## src/rtl/line_index_serializer_pkg.sv

```systemverilog
// Shared types for the display line serializer: line vector, line index and FSM state.
package display_pkg;

  localparam int N_LINES = 64;
  localparam int IDX_W   = 6;

  typedef logic [N_LINES-1:0] line_vec_t;
  typedef logic [IDX_W-1:0]   line_idx_t;
  typedef logic [IDX_W:0]     line_cnt_t;

  typedef enum logic {
    IDLE = 1'b0,
    SCAN = 1'b1
  } ser_state_t;

endpackage

```

## src/rtl/line_index_serializer_prio.sv

```systemverilog
// Combinational lowest-set-bit encoder with any / exactly-one flags.
import display_pkg::*;

module prio_enc_lowest (
  input  line_vec_t i_vec,
  output line_idx_t o_idx,
  output logic      o_any,
  output logic      o_onehot
);

  line_vec_t w_low_clr;

  // Scan high to low so the lowest set bit is the last to write o_idx.
  always_comb begin
    o_idx = '0;
    for (int k = N_LINES - 1; k >= 0; k--) begin
      if (i_vec[k]) o_idx = line_idx_t'(k);
    end
  end

  assign w_low_clr = i_vec & (i_vec - line_vec_t'(1));
  assign o_any     = |i_vec;
  assign o_onehot  = o_any && (w_low_clr == '0);

endmodule

```

## src/rtl/line_index_serializer.sv

```systemverilog
// Snapshots a decoded line vector and streams the index of each active line, lowest first.
import display_pkg::*;

module line_index_serializer (
  input  logic              clk,
  input  logic              rst,
  input  logic [N_LINES-1:0] lines_i,
  input  logic              load_i,
  output logic [IDX_W-1:0]  idx_o,
  output logic              idx_valid_o,
  input  logic              idx_ready_i,
  output logic              last_o,
  output logic [IDX_W:0]    count_o,
  output logic              done_o,
  output logic              busy_o,
  output logic              overrun_o
);

  ser_state_t r_state;
  line_vec_t  r_pend;
  line_cnt_t  r_count;
  logic       r_done;
  logic       r_overrun;

  line_idx_t  w_idx;
  logic       w_any;
  logic       w_onehot;
  logic       w_xfer;
  line_vec_t  w_pend_next;

  prio_enc_lowest u_enc (
    .i_vec    (r_pend),
    .o_idx    (w_idx),
    .o_any    (w_any),
    .o_onehot (w_onehot)
  );

  assign w_xfer      = (r_state == SCAN) && idx_ready_i;
  // Clearing the lowest set bit is the same bit the encoder is presenting.
  assign w_pend_next = r_pend & (r_pend - line_vec_t'(1));

  always_ff @(posedge clk) begin
    if (rst) begin
      r_state   <= IDLE;
      r_pend    <= '0;
      r_count   <= '0;
      r_done    <= 1'b0;
      r_overrun <= 1'b0;
    end else begin
      r_done <= 1'b0;
      case (r_state)
        IDLE: begin
          if (load_i) begin
            r_pend  <= lines_i;
            r_count <= '0;
            if (|lines_i) r_state <= SCAN;
            else          r_done  <= 1'b1;
          end
        end
        SCAN: begin
          if (load_i) r_overrun <= 1'b1;
          if (w_xfer) begin
            r_pend  <= w_pend_next;
            r_count <= r_count + line_cnt_t'(1);
            if (w_onehot) begin
              r_state <= IDLE;
              r_done  <= 1'b1;
            end
          end
        end
        default: r_state <= IDLE;
      endcase
    end
  end

  assign idx_o       = w_idx;
  assign idx_valid_o = (r_state == SCAN);
  assign busy_o      = (r_state == SCAN);
  assign last_o      = (r_state == SCAN) && w_onehot;
  assign count_o     = r_count;
  assign done_o      = r_done;
  assign overrun_o   = r_overrun;

  logic w_unused;
  assign w_unused = w_any;

endmodule

```

## config.mk

```make
export PLATFORM = sky130hd
export DESIGN_NAME = line_index_serializer
export DESIGN_NICKNAME = d
export VERILOG_FILES = /design/src/rtl/line_index_serializer_pkg.sv /design/src/rtl/line_index_serializer_prio.sv /design/src/rtl/line_index_serializer.sv
export SDC_FILE = /design/constraint.sdc
export NUM_CORES = 1
export LEC_CHECK = 0
export ABC_AREA = 1
export BUFFER_PORTS_ARGS = -buffer_cell sky130_fd_sc_hd__buf_2
export CORE_ASPECT_RATIO = 1.1
export CORE_MARGIN = 2
export CORE_UTILIZATION = 40
export CTS_CLUSTER_SIZE = 40
export DETAILED_ROUTE_END_ITERATION = 16
export GPL_TIMING_DRIVEN = 0
export MAX_ROUTING_LAYER = met4
export PLACE_DENSITY = 0.58
export SYNTH_ARGS = -nofsm -noshare
export SYNTH_HDL_FRONTEND = slang
export SYNTH_SLANG_ARGS = --single-unit
```

## constraint.sdc

```tcl
create_clock -name clk -period 5.25 [get_ports clk]
set_input_delay 1.05 -clock clk [delete_from_list [all_inputs] [get_ports clk]]
set_output_delay 1.05 -clock clk [all_outputs]
set_load 0.1 [all_outputs]
```

---- Yosys cells after proc, flatten, opt, wreduce, memory -nomap -nowiden ----
Cells that the tools add are included.
word-level totals
  input port bits ......................... 68
  bits in registers ....................... 74
  output and inout port bits .............. 18
  word-level logic and storage cells ...... 99
operators by class
  muxes and demuxes ....................... 80
  reduce and logical (&&, ||, !) cells .... 8
  eq/ne operators ......................... 2
  add/sub/neg operators ................... 2
  bitwise logic cells ..................... 2
operators with widths
  cell                                                number
  two-way mux 6 bit                                   64
  two-way mux 64 bit                                  2
  one-hot mux 64 bit (2 select lines)                 1
  OR reduction 64 bit                                 2
  AND 64 bit                                          1
  logical NOT 64 bit                                  1
  subtractor 64 x 1 -> 64 bit, second input constant  1
  two-way mux 7 bit                                   2
  one-hot mux 7 bit (2 select lines)                  1
  two-way mux 1 bit                                   8
  adder 7 x 1 -> 7 bit, second input constant         1
  one-hot mux 1 bit (2 select lines)                  2
  AND reduction 2 bit                                 2
  logical AND 1 bit                                   3
  != test 2 x 1 -> 1 bit, second input constant       1
  != test 2 bit, second input constant                1
  inverter 1 bit                                      1

---- Logic depth before layout (Yosys ltp) ----
Gate-level depths: netlist of the first run.
  depth after elaboration ................. 64
  depth in mapped cells ................... 63
  depth with buffers taken out ............ 63

---- Hierarchy ----
From an unflattened synthesis of the first run, not the netlist that was laid out.
unflattened totals
  cell total of the unflattened synthesis .. 1113
  area total of the unflattened synthesis .. 6254.7 um^2
modules (own cells, without submodules)
  module                 times used  cells each  area an instance (um^2)  seq. area each (um^2)
  line_index_serializer  1           728         4535.6                   1481.4
  prio_enc_lowest        1           385         1719.1                   0.0

---- Worst setup path after synthesis of the first run ----
OpenSTA, ideal clock, no wires.
  path type ............................... register to output
  from .................................... reg r_pend[4]
  to ...................................... out last_o
  data required time ...................... 4.200 ns
  data arrival time ....................... 4.426 ns
  buffers on the path ..................... 0
  stages on the path, launching flop included .. 25
  setup slack ............................. -0.226 ns
  cell sequence ........................... dfxtp_1 nor4_4 nand2_2 nor3_2 nand4_2 nor2_2 inv_2 nor3_2 inv_2 nor3_2 inv_2 nor2_4 inv_2 nor2_4 inv_2 nor2_4 nand4_4 nor2_4 nand2_2 or4_4 o41ai_4 nand2_2 nor4_2 nand4_1 a211oi_2
between the ends
  cells in the longest elaborated chain, start to end .. 5
  elaborated cells between the ends (all ways) .. 6
  classes of those cells .................. add/sub: 1; bitwise: 1; reduce/logical: 4
RTL lines
  element                      RTL line                          text
  start: declaration           line_index_serializer.sv:20       line_vec_t r_pend;
  start signal: assignment     line_index_serializer.sv:54       r_pend <= lines_i;
  start signal: assignment     line_index_serializer.sv:63       r_pend <= w_pend_next;
  subtractor 64 x 1 -> 64 bit  line_index_serializer_prio.sv:21  assign w_low_clr = i_vec & (i_vec - line_vec_t'(1));
  AND 64 bit                   line_index_serializer_prio.sv:21
  logical NOT 64 bit           line_index_serializer_prio.sv:23  assign o_onehot = o_any && (w_low_clr == '0);
  logical AND 1 bit (*)        line_index_serializer_prio.sv:23
  logical AND 1 bit (*)        line_index_serializer.sv:79       assign last_o = (r_state == SCAN) && w_onehot;
  end: declaration             line_index_serializer.sv:12       output logic last_o,
Every way passes the cells marked *; elsewhere a longest branch is shown, timed or not.

---- Worst setup path in the final report of the first run ----
  from .................................... reg r_pend[7]
  to ...................................... out last_o
The elaborated chain is that of the path after synthesis.

==> flow_metrics.py, run 1 <==
metrics = {
    "sta": {
        "period_share_pct": 107,
        "maxSlewViolCount": 0,
        "period_needed_ns": 5.60,
        "worst_slew_pin_slew_ns": 0.865,
        "skew_ns": 0.00954,
        "tns_ns": -0.397,
        "setup_viol": 2,
        "rsz0062_at_grt": "yes",
        "max_freq_mhz": 179,
        "setup_ws_ns": -0.352,
        "final_hold_viol_count": 0,
        "relSlewSlack_pct": 42.4,
    },
    "drt": {
        "drtIter0Drc": 566,
        "drc": 0,
        "via_per_inst": 5.37,
        "drtPass1Iterations": 5,
        "antenna_left": 0,
        "via_count": 6231,
        "drt_wl_total_um": 20200,
        "wl_per_cell_um": 17.4,
    },
    "clock_network": {
        "clock_sinks": 74,
        "cts_buffers": 9,
        "cts_tree": "yes",
        "clkSlewWorstSetupHoldPaths_ns": 0.06,
        "cts_hold_buf": 0,
        "htree_levels": 3,
        "cts-root-buf": "clkbuf_16",
        "cts_buffer_depth": 2,
        "clkLatencyLatePin_ns": 0.36,
    },
    "layout": {
        "num-nets-final": 1065,
        "n_fill_cell": 1470,
        "antenna_cells": 0,
        "drive_above_1_share_pct": 15.1,
        "final_util_pct": 48.8,
        "syn_to_final_growth_pct": 20.2,
        "multi_input_area_um2": 3140,
        "final_area_um2": 6370,
        "final-seq-area_um2": 1500,
    },
    "floorplan": {
        "coreArea_um2": 13000,
        "start_util_pct": 40.6,
        "chipWidth_um": 114,
        "die_area_um2": 14200,
        "die_height_um": 125,
        "io_pins": 86,
        "row_count": 44,
    },
    "logic_synthesis": {
        "netlist_area_um2": 5300,
        "synth_top_flop_cell": "dfxtp_1",
        "netlist_instances": 893,
        "syn_avg_cell_area_um2": 5.93,
        "synth_seq_cells": 74,
        "synth-edff-count": 0,
        "ys_types": 44,
        "synth-seq-area-share_pct": 28.0,
        "synthesis.nets": 962,
        "async_flop_share_pct": 0,
        "ys_warn_count": 0,
    },
    "place": {
        "place_congestion": 0.985,
        "dp_hpwl_um": 15400,
        "portBuffers": 84,
        "post_dp_cell_area_um2": 5930,
        "place_ws_ns": -0.234,
    },
    "setup_path": {
        "reg2reg_to": "busy_o",
        "crit_fanout": 4,
        "path_class": "register to output port",
        "ff2ff_path_depth": 28,
        "r2r-start": "r_pend[7]",
        "crit_start": "r_pend[7]",
        "endpoint_kind": "output port",
        "crit_end": "last_o",
        "r2r_setup_slack_ns": 0.78,
        "required_ns": 4.20,
        "crit_path_start_kind": "register",
        "arrival_ns": 4.55,
    },
    "global_route": {
        "grt_pass1_wl_um": 31100,
        "overflow": 0,
        "grt_pass1_vias": 5927,
        "antenna_found_initial": 0,
        "grt_max_degree": 13,
        "grt_util_all_layers_pct": 29.2,
    },
    "pwr": {
        "internal_power_uw": 1210,
        "power_uw": 2030,
        "p_seq_share_pct": 33.3,
        "p_sw_uw": 824,
        "power_frac_comb_pct": 34.9,
        "vdd_drop_max_v": 0.000148,
        "clkPwrFrac_pct": 31.8,
        "power_density_nw_per_um2": 319,
        "power.leakage_uw": 0.00300,
        "swShare_pct": 40.6,
    },
    "worst_hold_path": {
        "hold_start": "overrun_o",
        "hold_class": "register to register",
    },
    "outcome": {
        "violations": "negative setup slack",
        "status": "finished, violations left",
    },
    "job": {
        "max_cap_viol_count": 0,
    },
}
-- worst max-delay path, cell delays in order, from the launching register on --
cell	delay (ns)
dfxtp_2	0.34
nor4_4	0.34
nand2_4	0.11
nor3_4	0.15
nand4_2	0.13
nor2_2	0.12
inv_2	0.07
nor3_4	0.11
inv_2	0.05
nor3_2	0.12
inv_2	0.08
nor2_4	0.10
inv_2	0.06
nor2_4	0.09
inv_2	0.05
nor2_4	0.13
nand4_4	0.12
nor2_4	0.13
nand2_2	0.07
or4_4	0.45
o41ai_4	0.37
nand2_2	0.13
nor4_4	0.16
nand4_1	0.18
a211oi_4	0.31
buf_12	0.22
-- cells in the final DEF, fill, tap and decap left out, drive strengths merged, types with 5 or more instances in the layout --
| cell type | netlist | routed |
|---|---|---|
| inv | 155 | 155 |
| clkinv | 3 | 5 |
| dfxtp | 74 | 74 |
| nand4 | 14 | 14 |
| nand2 | 193 | 193 |
| nor2 | 136 | 136 |
| nor3 | 11 | 11 |
| nand3 | 15 | 15 |
| a21oi | 72 | 72 |
| o21ai | 96 | 96 |
| clkbuf | 29 | 39 |
| nor4 | 29 | 29 |
| o211ai | 17 | 17 |
| buf | 6 | 98 |
| a221oi | 16 | 16 |
-- flip-flops by register name (all words and copies together) (netlist names) --
register and flops:
r_pend 64, count_o 7, busy_o 1, done_o 1, overrun_o 1
-- metrics by stage --
step	hold slack, ns	std cells
after global placement	0.451	1138
after CTS	0.472	1157
after detailed placement	0.457	1138
final	0.473	1161
after global routing	0.514	1161
after floorplan	0.458	893
-- power groups by stage --
| stage | registers [uW] | logic (uW) | clock network (uW) |
|---|---|---|---|
| floorplan | 681 | 481 | 0 |
| global placement | 685 | 676 | 0 |
| detailed placement | 684 | 675 | 0 |
| CTS | 673 | 691 | 644 |
| global route | 682 | 788 | 668 |
| finish | 676 | 709 | 646 |
-- layout make-up --
class / count / area share, %
flip-flops and latches: 74 / 23.5
repair buffers: 92 / 8.02
plain buffers: 35 / 2.12
inverters: 158 / 9.31
well taps: 161 / 3.16
clock buffers: 10 / 3.75
clock inverters: 5 / 0.864
multi-input cells: 626 / 49.3
-- Yosys cell counts (2+ instances only) --
library cell	instances	area, um2
nand2_1	190	713
inv_1	148	556
nor2_1	129	484
o21ai_0	95	475
dfxtp_1	74	1480
a21oi_1	72	360
clkbuf_1	29	109
nor4_1	27	169
o211ai_1	17	128
a221oi_1	16	140
nand3_1	15	75.1
nand4_1	12	75.1
nor3_1	8	40.0
inv_2	7	26.3
buf_1	5	18.8
nor2_4	5	56.3
a31oi_1	4	25.0
o31ai_1	4	30.0
clkinv_1	3	11.3
nand2_2	3	18.8
nor3_2	3	30.0
a41oi_1	2	17.5
and3_1	2	12.5
nor2_2	2	12.5
o22ai_1	2	12.5
-- kinds of logic after synthesis --
| family | count (synthesis) | synth area share [%] |
|---|---|---|
| AND/OR/NAND/NOR | 405 | 33.9 |
| buffers and inverters | 193 | 13.7 |
| flip-flops | 74 | 28.0 |
| adder cells (fa/ha/maj) | 1 | 0.236 |
| AO/OA/AOI/OAI | 220 | 24.2 |
-- repair_timing --
item,CTS,global route
hold endpoints to repair,0,0
setup buffers,4,4
pin swaps,7,6
endpoints found under the setup margin,2,2
resized for setup,19,8
-- per-layer routing --
metal / routed length, um / share of wire [%] / global-route usage (%)
met5: 0 / 0 / -
met1: 8600 / 43 / 35.8
met3: 1280 / 6.3 / 3.80
met2: 9640 / 48 / 48.2
met4: 657 / 3.3 / 12.3
-- worst min path at each step --
stage                  to  slack, ns  cells past startpoint
5_1_grt        r_pend[45]       0.51                      2
3_5_place_dp    overrun_o       0.46                      2
4_1_cts         overrun_o       0.47                      2
3_3_place_gp    overrun_o       0.45                      2
6_report        overrun_o       0.47                      2
2_1_floorplan  r_pend[51]       0.46                      2
Note: power is estimated with default switching activity, not from simulation.
==> run 2, diff against run 1 <==
CTS_BUF_LIST = sky130_fd_sc_hd__clkbuf_4 sky130_fd_sc_hd__clkbuf_8   (was not set)
==> flow_metrics.py, run 2 (same netlist as run 1, synthesis figures left out) <==
metrics = {
    "floorplan": {
        "chipWidth_um": 114,
        "die_area_um2": 14200,
        "io_pins": 86,
        "die_height_um": 125,
        "coreArea_um2": 13000,
        "start_util_pct": 40.6,
        "row_count": 44,
    },
    "job": {
        "max_cap_viol_count": 0,
    },
    "place": {
        "place_inst": 1138,
        "post_dp_cell_area_um2": 5930,
        "dp_hpwl_um": 15400,
        "place_congestion": 0.985,
        "portBuffers": 84,
    },
    "clock_network": {
        "clock_sinks": 74,
        "cts-root-buf": "clkbuf_8",
        "cts_tree": "yes",
        "cts_buffers": 9,
        "cts_hold_buf": 0,
        "htree_levels": 3,
        "clkLatencyLatePin_ns": 0.39,
        "clkSlewWorstSetupHoldPaths_ns": 0.09,
        "cts_buffer_depth": 2,
    },
    "setup_path": {
        "crit_end": "last_o",
        "endpoint_kind": "output port",
        "ff2ff_path_depth": 28,
        "crit_start": "r_pend[7]",
        "reg2reg_to": "busy_o",
        "crit_fanout": 4,
        "critPathSlowestCell": "or4_4",
        "r2r_setup_slack_ns": 0.83,
        "critical_path_depth": 25,
        "path_class": "register to output port",
        "arrival_ns": 4.53,
        "cpLargestDelayFamily": "simple AND/OR/NAND/NOR gates",
        "cp_num_buf_inv": 6,
        "crit_top_cell": "inv_2",
        "slowest_delay_ns": 0.45,
        "crit_path_start_kind": "register",
        "r2r-start": "r_pend[7]",
        "required_ns": 4.20,
    },
    "sta": {
        "setup_viol": 2,
        "rsz0062_at_grt": "yes",
        "relSlewSlack_pct": 43.4,
        "max_freq_mhz": 179,
        "worst_slew_pin_slew_ns": 0.842,
        "maxSlewViolCount": 0,
        "period_share_pct": 106,
        "period_needed_ns": 5.58,
        "setup_ws_ns": -0.331,
        "tns_ns": -0.382,
        "skew_ns": 0.0190,
        "final_hold_viol_count": 0,
    },
    "layout": {
        "largest_register_ffs": 64,
        "final_common_cell": "nand2_1",
        "final_area_um2": 6250,
        "drive_above_1_share_pct": 14.9,
        "max_flop_register": "r_pend",
        "final_util_pct": 47.9,
        "syn_to_final_growth_pct": 17.9,
        "num-nets-final": 1061,
        "layout_common_cells": "190 x nand2_1, 147 x inv_1, 128 x nor2_1",
        "antenna_cells": 0,
        "fin_cells": 1157,
    },
    "drt": {
        "wl_per_cell_um": 17.3,
        "antenna_left": 0,
        "wl_met2_um": 9530,
        "wl_met1_um": 8570,
        "via_per_inst": 5.38,
        "via_count": 6224,
        "maxUsedRoutingLayer": "met4",
        "drt_wl_total_um": 20000,
        "drtPass1Iterations": 5,
        "wl_met3_um": 1260,
        "drc": 0,
        "drtIter0Drc": 493,
    },
    "global_route": {
        "overflow": 0,
        "grt_pass1_vias": 5888,
        "grt_pass1_wl_um": 31200,
        "grt_max_degree": 13,
        "grt_util_all_layers_pct": 29.2,
        "antenna_found_initial": 0,
    },
    "pwr": {
        "power.leakage_uw": 0.00294,
        "vdd_drop_max_v": 0.000112,
        "power_density_nw_per_um2": 297,
        "power_uw": 1850,
    },
    "worst_hold_path": {
        "hold_start": "overrun_o",
        "hold_depth": 2,
        "hold_class": "register to register",
    },
    "outcome": {
        "violations": "negative setup slack",
        "status": "finished, violations left",
    },
}
-- run 2: area by class of cell --
class	instances	area [um2]
Fill cell	1477	6800
Multi-Input combinational cell	626	3150
Sequential cell	74	1500
Inverter	158	593
Timing Repair Buffer	88	480
Tap cell	161	201
Clock buffer	10	138
Buffer	35	135
Clock inverter	5	55.1
-- run 2: what timing repair did --
action	4_1_cts	5_1_grt
gates resized for setup	18	11
endpoints found under the setup margin	2	2
setup buffers	4	0
pin swaps	6	2
hold endpoints to repair	0	0
-- run 2: where the power goes --
part           total [uW]  switching [uW]  leakage, uW  internal (uW)
logic                 704             494      0.00223            211
clock network         474             246    0.0000941            228
registers             674            59.3     0.000615            615
total                1850             799      0.00294           1050
-- run 2: worst min-delay path, cell delays in order (launching register included) --
cell	delay (ns)
dfxtp_1	0.34
a21oi_1	0.04
nor2_1	0.07
-- run 2: worst min path at each step --
| stage | end | slack, ns |
|---|---|---|
| 4_1_cts | overrun_o | 0.48 |
| 3_5_place_dp | overrun_o | 0.46 |
| 6_report | overrun_o | 0.48 |
| 2_1_floorplan | r_pend[51] | 0.46 |
| 3_3_place_gp | overrun_o | 0.45 |
| 5_1_grt | r_pend[45] | 0.52 |
-- run 2: routing by layer --
| layer | GRT usage (%) | vias up |
|---|---|---|
| li1 | - | 3135 |
| met1 | 35.9 | 2844 |
| met2 | 48.1 | 199 |
| met3 | 4.09 | 46 |
| met4 | 11.9 | 0 |
| met5 | - | - |
-- run 2: through the flow --
| step | setup slack [ns] | hold slack, ns |
|---|---|---|
| 4_1_cts | -0.363 | 0.479 |
| 6_report | -0.331 | 0.481 |
| 3_5_place_dp | -0.234 | 0.457 |
| 3_3_place_gp | -0.230 | 0.451 |
| 5_1_grt | -0.652 | 0.517 |
| 2_1_floorplan | 0.159 | 0.458 |
